**config.mk**
```make
export PLATFORM = sky130hd
export DESIGN_NAME = spi_master_byte
export DESIGN_NICKNAME = d
export VERILOG_FILES = /design/src/rtl/spi_master_byte.sv
export SDC_FILE = /design/constraint.sdc
export NUM_CORES = 1
export LEC_CHECK = 0
export BUFFER_PORTS_ARGS = -buffer_cell sky130_fd_sc_hd__buf_2
export CAP_MARGIN = 20
export CORE_MARGIN = 4
export CORE_UTILIZATION = 40
export DETAILED_ROUTE_END_ITERATION = 16
export PLACE_DENSITY_LB_ADDON = 0.1
export SLEW_MARGIN = 20
export SYNTH_ARGS = -nofsm -noshare
export SYNTH_HDL_FRONTEND = slang
export SYNTH_SLANG_ARGS = --single-unit
```
**constraint.sdc**
```tcl
create_clock -name clk -period 1.7 [get_ports clk]
set_input_delay 0.085 -clock clk [delete_from_list [all_inputs] [get_ports clk]]
set_output_delay 0.085 -clock clk [all_outputs]
set_load 0.03 [all_outputs]
```
**src/rtl/spi_master_byte.sv**
```systemverilog
// Single-byte SPI master, mode 0 (SCLK idle low, MSB first), CS-framed transfers.
// Every output is a register, so no input reaches an output combinationally.
module spi_master_byte #(
   parameter int unsigned CLK_DIV = 4
) (
   input  logic       clk,
   input  logic       rst_n,
   input  logic       start,
   input  logic [7:0] tx_data,
   output logic       busy,
   output logic       done,
   output logic [7:0] rx_data,
   output logic       sclk,
   output logic       mosi,
   input  logic       miso,
   output logic       cs_n
);

   localparam int unsigned CNT_W = (CLK_DIV > 1) ? $clog2(CLK_DIV) : 1;
   localparam int unsigned BIT_W = 3;

   typedef enum logic [2:0] {
      IDLE     = 3'd0,
      SETUP    = 3'd1,
      SHIFT_HI = 3'd2,
      SHIFT_LO = 3'd3,
      HOLD     = 3'd4,
      GAP      = 3'd5
   } state_t;

   state_t             state_q, state_d;
   logic [CNT_W-1:0]   cnt_q, cnt_d;
   logic [BIT_W-1:0]   bit_q, bit_d;
   logic [7:0]         tx_q, tx_d;
   logic [7:0]         rx_sr_q, rx_sr_d;
   logic [7:0]         rx_data_q, rx_data_d;
   logic               sclk_q, sclk_d;
   logic               cs_n_q, cs_n_d;
   logic               mosi_q, mosi_d;
   logic               busy_q, busy_d;
   logic               done_q, done_d;
   logic               phase_end;

   // Phase timer expires on the last cycle of a CLK_DIV-long phase
   assign phase_end = (cnt_q == CNT_W'(CLK_DIV - 1));

   // State register with synchronous active-low reset
   always_ff @(posedge clk) begin
      if (!rst_n) begin
         state_q   <= IDLE;
         cnt_q     <= '0;
         bit_q     <= '0;
         tx_q      <= '0;
         rx_sr_q   <= '0;
         rx_data_q <= '0;
         sclk_q    <= 1'b0;
         cs_n_q    <= 1'b1;
         mosi_q    <= 1'b0;
         busy_q    <= 1'b0;
         done_q    <= 1'b0;
      end else begin
         state_q   <= state_d;
         cnt_q     <= cnt_d;
         bit_q     <= bit_d;
         tx_q      <= tx_d;
         rx_sr_q   <= rx_sr_d;
         rx_data_q <= rx_data_d;
         sclk_q    <= sclk_d;
         cs_n_q    <= cs_n_d;
         mosi_q    <= mosi_d;
         busy_q    <= busy_d;
         done_q    <= done_d;
      end
   end

   // Next-state and next-output logic for the transfer sequence
   always_comb begin
      state_d   = state_q;
      cnt_d     = cnt_q;
      bit_d     = bit_q;
      tx_d      = tx_q;
      rx_sr_d   = rx_sr_q;
      rx_data_d = rx_data_q;
      sclk_d    = sclk_q;
      cs_n_d    = cs_n_q;
      mosi_d    = mosi_q;
      busy_d    = busy_q;
      done_d    = 1'b0;

      if (state_q != IDLE) begin
         cnt_d = phase_end ? '0 : CNT_W'(cnt_q + 1'b1);
      end

      case (state_q)
         IDLE: begin
            sclk_d = 1'b0;
            cs_n_d = 1'b1;
            if (start) begin
               // MSB goes straight to mosi; the shift register keeps the remaining bits
               tx_d    = {tx_data[6:0], 1'b0};
               bit_d   = '0;
               cnt_d   = '0;
               cs_n_d  = 1'b0;
               busy_d  = 1'b1;
               mosi_d  = tx_data[7];
               state_d = SETUP;
            end
         end
         SETUP: begin
            if (phase_end) begin
               sclk_d  = 1'b1;
               state_d = SHIFT_HI;
            end
         end
         SHIFT_HI: begin
            if (phase_end) begin
               rx_sr_d = {rx_sr_q[6:0], miso};
               sclk_d  = 1'b0;
               if (bit_q == BIT_W'(7)) begin
                  state_d = HOLD;
               end else begin
                  mosi_d  = tx_q[7];
                  tx_d    = {tx_q[6:0], 1'b0};
                  bit_d   = BIT_W'(bit_q + 1'b1);
                  state_d = SHIFT_LO;
               end
            end
         end
         SHIFT_LO: begin
            if (phase_end) begin
               sclk_d  = 1'b1;
               state_d = SHIFT_HI;
            end
         end
         HOLD: begin
            if (phase_end) begin
               cs_n_d    = 1'b1;
               mosi_d    = 1'b0;
               rx_data_d = rx_sr_q;
               done_d    = 1'b1;
               state_d   = GAP;
            end
         end
         GAP: begin
            if (phase_end) begin
               busy_d  = 1'b0;
               state_d = IDLE;
            end
         end
         default: begin
            state_d = IDLE;
         end
      endcase
   end

   assign busy    = busy_q;
   assign done    = done_q;
   assign rx_data = rx_data_q;
   assign sclk    = sclk_q;
   assign mosi    = mosi_q;
   assign cs_n    = cs_n_q;

endmodule

```
* Word-level counts from Yosys, hierarchy flattened *
Cells that the tools add are included.
Widths: inputs -> output; s select.

operators by class
  muxes and demuxes = 31
  reduce and logical (&&, ||, !) cells = 17
  equal/unequal tests = 13
  $add $sub $neg = 2

operator list
  cell                 count
  $mux 3               9
  $mux 8               3
  $pmux 8 s2           1
  $pmux 3 s5           1
  $ne 2x2->1 const B   5
  $reduce_and 5->1     2
  $eq 3x3->1 const B   3
  $reduce_bool 3->1    3
  $mux 1               8
  $mux 2               4
  $reduce_and 2->1     4
  $eq 3x2->1 const B   2
  $pmux 1 s3           2
  $pmux 3 s2           1
  $reduce_and 3->1     2
  $reduce_bool 2->1    3
  $pmux 1 s2           2
  $reduce_and 4->1     1
  $add 3x1->3 const B  1
  $eq 3x1->1 const B   1
  $logic_not 3->1      1
  $add 2x1->2 const B  1
  $eq 2x2->1 const B   1
  $ne 2x1->1 const B   1
  $reduce_or 2->1      1

word-level totals
  logic and storage cells = 74
  register bits = 37
  bits of input ports = 12
  output and inout bits = 13

* Depth between registers and ports, before layout *
Gate-level depths: netlist of run 1.

  word-level depth = 5
  mapped depth = 7
  gate-level depth less buffers = 6

* Worst setup path after synthesis of run 1 *
OpenSTA, ideal clock, no wires.

  path type = flip-flop to flip-flop
  from = register bit_q[0]
  to = register tx_q[3]
  cell stages (with the launch flop) = 8
  data arrival time = 1,622 ps
  setup time = 116 ps
  path slack = -38 ps
  cells stage by stage = dfxtp_1 -> ha_1 -> ha_1 -> nand3b_1 -> a211oi_1 -> buf_2 -> nand2_1 -> o211a_1

between the ends
  word-level cells in the longest chain between the ends = 3

RTL lines
  what                        RTL line  text
  start, declared             33        logic [BIT_W-1:0] bit_q, bit_d;
  start signal, assigned      64        bit_q <= bit_d;
  $eq 3x3->1                  119       if (bit_q == BIT_W'(7)) begin
  $ne 2x2->1 (no line)        -
  $reduce_and 4->1 (no line)  -
  end signal, assigned        65        tx_q <= tx_d;
  end, declared               34        logic [7:0] tx_q, tx_d;

No other way between the ends.
A chain may end at the register's enable or synchronous reset.

* Worst setup path in the final report of run 1 *
  from = register bit_q[0]
  to = register tx_q[6]

The elaborated chain is that of the path after synthesis.

==> results by group, run 1 <==
Status
  – Outcome: finished, final reports clean

Floorplanning
  – Initial Util: 0.416
  – Die Area: 4890 µm²
  – Site Rows: 22
  – Die Height: 70.0 µm
  – Core area: 3690 µm²
  – # IOs: 25
  – Die width: 70.0 µm

Clock tree
  – CTS sink cnt: 36
  – Post-CTS Hold Fix Bufs: 0
  – H-tree lvl count: 2
  – Reg clk slew, reported paths: 0.07 ns
  – Clock Path Buffers: 2
  – CTS tree: yes
  – TritonCTS Buffers: 5
  – Worst skew pair latency: 0.28 ns
  – Root Buffer: clkbuf_8
  – Setup Fix Bufs, Post-CTS: 0

STA
  – Fin Clk Skew: 0.00810 ns
  – Final setup fails: 0
  – RSZ-0062 raised after global routing: no
  – Final setup TNS: 0 ns
  – Fmax: 626 MHz
  – Final period utilization: 0.940
  – Worst Tran Pin Value: 0.451 ns
  – Normalized max-slew margin: 0.699
  – Slew Limit Fails: 0
  – Minimum clock period: 1.60 ns
  – Final Hold Viols: 0

Yosys
  – Syn Nets: 172
  – Avg Cell Area, Syn: 9.78 µm²
  – YS warnings: 0
  – Yosys cell types: 35
  – Synth Register Bits: 36
  – Cell area after synthesis: 1540 µm²
  – Register area share after synthesis: 0.469
  – Mapped Cells: 157

Cells and area
  – # nets final: 201
  – Fill cells: 357
  – Final Non-Filler Cells: 235
  – Ratio of cells with drive above 1 in the final layout: 0.251
  – P&R area growth vs syn: 20.6%
  – N_diodes: 0

Critical path
  – Worst Path Max Fanout: 12
  – Nature of the critical path endpoint: register
  – R2R Setup Slk: 0.10 ns
  – Setup crit start kind: register
  – Worst Path Required: 1.88 ns
  – Crit path DAT: 1.78 ns
  – Kind of critical path: register to register

Worst hold path
  – Hold/Removal Path Class: input port to register

Global routing
  – Initial antenna violation count: 0
  – Vias in the first global route: 1,125
  – First-pass GRT wire length: 5.11 mm
  – Largest net degree at the start of global routing: 16
  – GRT Util Overall: 0.128
  – Overflow after GRT: 0

Route
  – Detailed-route via count: 1,206
  – Via/cell ratio: 5.13
  – Final ANT Viol Nets: 0
  – DR pass1 iterations: 6
  – # DRC: 0
  – WL/cell: 12.7 µm
  – Detailed-route wire length: 2.99 mm
  – DRC marker count from the first detailed-route iteration: 79

Placed design
  – HPWL Detailed: 2.19 mm
  – RePlAce Congestion: 0.781
  – Port bufs: 24
  – Cells after DPL: 227

Power and ir drop
  – Total Power: 1740 µW
  – Max VDD drop: 0.000423 V
  – Power per standard cell area: 941 nW/µm²
  – P_leak: 0.000785 µW

Run
  – MaxCap Viol Count: 0
-- per-layer routing --
| metal | vias to the layer above | routed length, µm | global-route usage |
|---|---|---|---|
| li1 | 619 | - | - |
| met1 | 565 | 1410 | 0.154 |
| met2 | 20 | 1430 | 0.213 |
| met3 | 2 | 132 | 0.0489 |
| met4 | 0 | 10 | 0.0383 |
| met5 | - | 0 | 0 |
-- cell families (layout without fill, tap and decap cells) --
kind of cell | count (synthesis) | after routing | share of synthesized area
compound gates | 46 | 46 | 0.237
mux | 7 | 7 | 0.0456
fa+ha+maj | 3 | 3 | 0.0245
simple gates | 51 | 51 | 0.183
buf+inv | 14 | 44 | 0.0407
flops | 36 | 36 | 0.469
-- worst max-delay path, stage by stage, from the launching register on --
cell	delay, ns
dfxtp_1	0.32
ha_1	0.20
ha_1	0.18
nand3b_1	0.19
a211oi_2	0.26
buf_6	0.17
nand2_1	0.06
o211a_1	0.11
-- final timing paths --
| kind | startpoint | endpoint | depth (start not counted) |
|---|---|---|---|
| min | miso | rx_sr_q[0] | 3 |
| max | bit_q[0] | tx_q[6] | 7 |
| max reg2reg | bit_q[0] | tx_q[6] | 7 |
| min reg2reg | rx_data[4] | rx_data[4] | 1 |
-- what timing repair did --
action,CTS,global route
setup endpoints to repair,0,24
endpoints found under the hold margin,0,0
gates resized for setup,0,3
-- placed cells by master, fill, tap and decap left out, drive strengths merged, types with 6 or more instances in the layout --
cell    count
mux2i       7
nand2      27
a22o        8
dfxtp      36
nor2b       7
o211a       6
clkbuf      6
a21boi     11
buf        33
-- power breakdown --
part           switching, µW  internal [µW]
sequential              18.8            868
combinational           70.1           62.0
clock                    289            435
total                    378           1370
-- per-stage QoR --
step	cell area (µm²)	utilization	worst slack [ns]	hold WS [ns]
4_1_cts	1840	0.500	0.0526	0.0374
5_1_grt	1850	0.502	0.000832	0.0856
6_report	1850	0.502	0.102	0.0487
3_5_place_dp	1740	0.471	0.0623	0.352
3_3_place_gp	1740	0.471	0.0630	0.335
2_1_floorplan	1540	-	0.0554	0.230
-- final cells by class --
class                           instances  area [µm²]  share of cell area
Inverter                                3        11.3             0.00608
Timing Repair Buffer                   33         191               0.103
Tap cell                               48        60.1              0.0324
Sequential cell                        36         721               0.389
Clock buffer                            6        72.6              0.0392
Multi-Input combinational cell        107         761               0.411
Clock inverter                          2        35.0              0.0189
-- cell usage after synthesis --
| library cell | count | area, µm² |
|---|---|---|
| nand3_1 | 1 | 5.00 |
| inv_1 | 3 | 11.3 |
| nor3b_4 | 1 | 18.8 |
| a32oi_1 | 2 | 17.5 |
| mux2i_1 | 7 | 70.1 |
| a211oi_1 | 2 | 15.0 |
| o31ai_1 | 1 | 7.51 |
| dfxtp_1 | 36 | 721 |
| o31a_1 | 1 | 8.76 |
| a22o_1 | 8 | 70.1 |
| nor2b_1 | 7 | 43.8 |
| o21a_1 | 1 | 7.51 |
| a21oi_1 | 4 | 20.0 |
| a2bb2oi_1 | 1 | 8.76 |
| o211a_1 | 6 | 60.1 |
| nand2b_1 | 2 | 12.5 |
| nor4b_4 | 1 | 23.8 |
| and3_1 | 1 | 6.26 |
| ha_1 | 3 | 37.5 |
| a31oi_1 | 1 | 6.26 |
| nand3b_1 | 1 | 7.51 |
| clkbuf_1 | 5 | 18.8 |
| o21ai_0 | 4 | 20.0 |
| buf_4 | 1 | 7.51 |
| o32ai_2 | 1 | 16.3 |
| nand4bb_1 | 1 | 11.3 |
| a211o_1 | 1 | 8.76 |
| nor2_1 | 4 | 15.0 |
| nor3_1 | 2 | 10.0 |
| a22oi_1 | 2 | 15.0 |
| nand2_1 | 27 | 101 |
| a21boi_0 | 11 | 82.6 |
| nor3b_1 | 2 | 15.0 |
| buf_2 | 5 | 25.0 |
| nor3_2 | 1 | 10.0 |
-- flip-flops by register name, summed over array words and instances, names as in the netlist --
signal   flops
tx_q         7
cnt_q        2
bit_q        3
mosi         1
rx_data      8
done         1
state_q      3
cs_n         1
busy         1
rx_sr_q      8
sclk         1
Power figures use the tool's default switching activity.
==> run 2: changes to the inputs <==
CELL_PAD_IN_SITES_DETAIL_PLACEMENT = 2   (was not set)
CELL_PAD_IN_SITES_GLOBAL_PLACEMENT = 2   (was not set)
CORE_UTILIZATION = 31   (was 40)
==> run 2 against run 1 <==
Non-clock buffer count up 1. Power down 4.7%. Die area up 26%. Register-to-register slack worse by 0.03 ns. Critical path depth unchanged. Global-route usage up 1.1 points. Sequential share of layout area down 0.32 points. Maximum frequency down 1.6%. Highest routed layer unchanged. Combinational power up 7%. Setup slack worse by 0.027 ns.
==> results by group, run 2 (synthesis results as in run 1) <==
STA
  – RSZ-0062 raised after global routing: yes
  – Normalized max-slew margin: 0.662 (-0.0376)
  – Worst Slack Setup Final: 0.0753 ns (-0.0267 ns)
  – Minimum clock period: 1.62 ns (+0.0267 ns)
  – Slew Limit Fails: 0 (unchanged)
  – Final setup fails: 0 (unchanged)
  – Final Hold Viols: 0 (unchanged)
  – Worst Tran Pin Value: 0.505 ns (+0.0543 ns)
  – Final period utilization: 0.956 (+0.0157)
  – Fmax: 615 MHz (-1.6%)
  – Worst hold slack: 0.0450 ns (-0.00369 ns)
  – Fin Clk Skew: 0.00240 ns (-0.00570 ns)

Cells and area
  – Most frequent cells in the layout: dfxtp_1, nand2_1, buf_2, a21boi_0
  – Ratio of cells with drive above 1 in the final layout: 0.261 (+0.00930)
  – # nets final: 202 (+0.50%)
  – N_diodes: 0 (unchanged)
  – Final Non-Filler Cells: 255 (+8.5%)
  – Commonest non-fill, non-tap cell in the layout: dfxtp_1
  – P&R area growth vs syn: 21.8%
  – Post-route cell area: 1870 µm² (+1.0%)

Route
  – # DRC: 0 (unchanged)
  – Detailed-route wire length: 4.05 mm (+36%)
  – DR pass1 iterations: 4 (-2)
  – WL/cell: 15.9 µm (+25%)
  – Detailed-route via count: 1,279 (+6.1%)
  – Via/cell ratio: 5.02 (-2.3%)
  – Final ANT Viol Nets: 0 (unchanged)
  – DRC marker count from the first detailed-route iteration: 42 (-47%)

Clock tree
  – Clock Path Buffers: 2 (unchanged)
  – CTS sink cnt: 36 (unchanged)
  – Setup Fix Bufs, Post-CTS: 0 (unchanged)
  – Reg clk slew, reported paths: 0.07 ns (about the same)
  – H-tree lvl count: 2 (unchanged)
  – TritonCTS Buffers: 5 (unchanged)
  – CTS tree: yes
  – Root Buffer: clkbuf_8
  – Worst skew pair latency: 0.29 ns (about the same)

Placed design
  – Cells after DPL: 246 (+8.4%)
  – Placed Area: 1760 µm² (+1.4%)
  – Port bufs: 24 (unchanged)
  – Dpl ws: -0.0139 ns (-0.0762 ns)
  – RePlAce Congestion: 0.772 (-1.1%)
  – HPWL Detailed: 2.90 mm (+33%)

Critical path
  – CP top delay family: compound AO/OA/AOI/OAI gates
  – Stages on worst setup path: 7 (unchanged)
  – Kind of critical path: register to register
  – CP max stage cell: dfxtp_2
  – Crit path cell chain: ha_1 > ha_2 > nand3b_1 > a211oi_2 > buf_6 > nand2_1 > o211a_1
  – Setup crit start kind: register
  – Worst Path Max Fanout: 6 (-6)
  – Crit path DAT: 1.81 ns (+0.03 ns)
  – WP buf/inv: 1 (unchanged)
  – Nature of the critical path endpoint: register
  – R2r worst-path depth: 7 (unchanged)
  – Worst path max stage delay: 0.33 ns (about the same)
  – Worst Path Required: 1.88 ns (about the same)

Floorplanning
  – # IOs: 25 (unchanged)
  – Site Rows: 25 (+14%)
  – Core area: 4750 µm² (+29%)
  – Die Height: 78.4 µm (+12%)
  – Initial Util: 0.323 (-0.0933)
  – Die Area: 6140 µm² (+26%)
  – Die width: 78.4 µm (+12%)

Worst hold path
  – Hold/Removal Path Class: input port to register
  – Hold path depth: 3 (unchanged)

Power and ir drop
  – Total Power: 1660 µW (-4.7%)
  – P_leak: 0.000775 µW (-1.4%)
  – Max VDD drop: 0.000353 V (-16%)
  – Power per standard cell area: 889 nW/µm² (-5.6%)

Global routing
  – First-pass GRT wire length: 6.65 mm (+30%)
  – Initial antenna violation count: 0 (unchanged)
  – GRT Util Overall: 0.140 (+0.0114)
  – Vias in the first global route: 1,404 (+25%)
  – Largest net degree at the start of global routing: 27 (+11)
  – Overflow after GRT: 0 (unchanged)

Run
  – MaxCap Viol Count: 0 (unchanged)

Status
  – Outcome: finished, final reports clean
## run 2: cell type report
| cell class | count | area [µm²] |
|---|---|---|
| clock buffer | 8 | 90.1 |
| fill | 539 | 2880 |
| inverter | 3 | 11.3 |
| multi-input combinational | 107 | 767 |
| sequential | 36 | 722 |
| tap | 67 | 83.8 |
| timing repair buffer | 34 | 196 |
## run 2: worst paths after layout
kind | start | endpoint | slack (ns)
max | bit_q[0] | tx_q[4] | 0.08
min | miso | rx_sr_q[0] | 0.05
max reg2reg | bit_q[0] | tx_q[4] | 0.08
min reg2reg | rx_sr_q[7] | rx_sr_q[7] | 0.47
## run 2: layer usage
layer	up-vias	part of all wire	global-route usage
li1	624	-	-
met1	624	0.41	0.148
met2	21	0.52	0.247
met3	10	0.035	0.0436
met4	0	0.028	0.0734
met5	-	0	0
## run 2: stage by stage
step | TNS, ns | util
2_1_floorplan | 0 | -
3_3_place_gp | 0 | 0.370
3_5_place_dp | -0.0139 | 0.370
4_1_cts | 0 | 0.390
5_1_grt | -0.0412 | 0.393
6_report | 0 | 0.393
## run 2: worst min-delay path, delay by kind of cell
family	cells	cell delay [ns]
buffers and inverters	1	0.10
AOI/OAI and AO/OA	1	0.06
and+or+nand+nor	1	0.04
## run 2: repair_timing
item / CTS / global route
hold buffers: 0 / 0
resized for setup: 2 / 4
pin swaps: 0 / 2
cloned: 0 / 1
endpoints found under the setup margin: 3 / 11
## run 2: report_power, final
part | total, µW | internal [µW] | switching, µW
clock | 631 | 331 | 300
combinational | 141 | 64.0 | 77.4
sequential | 890 | 868 | 21.6
total | 1660 | 1260 | 399
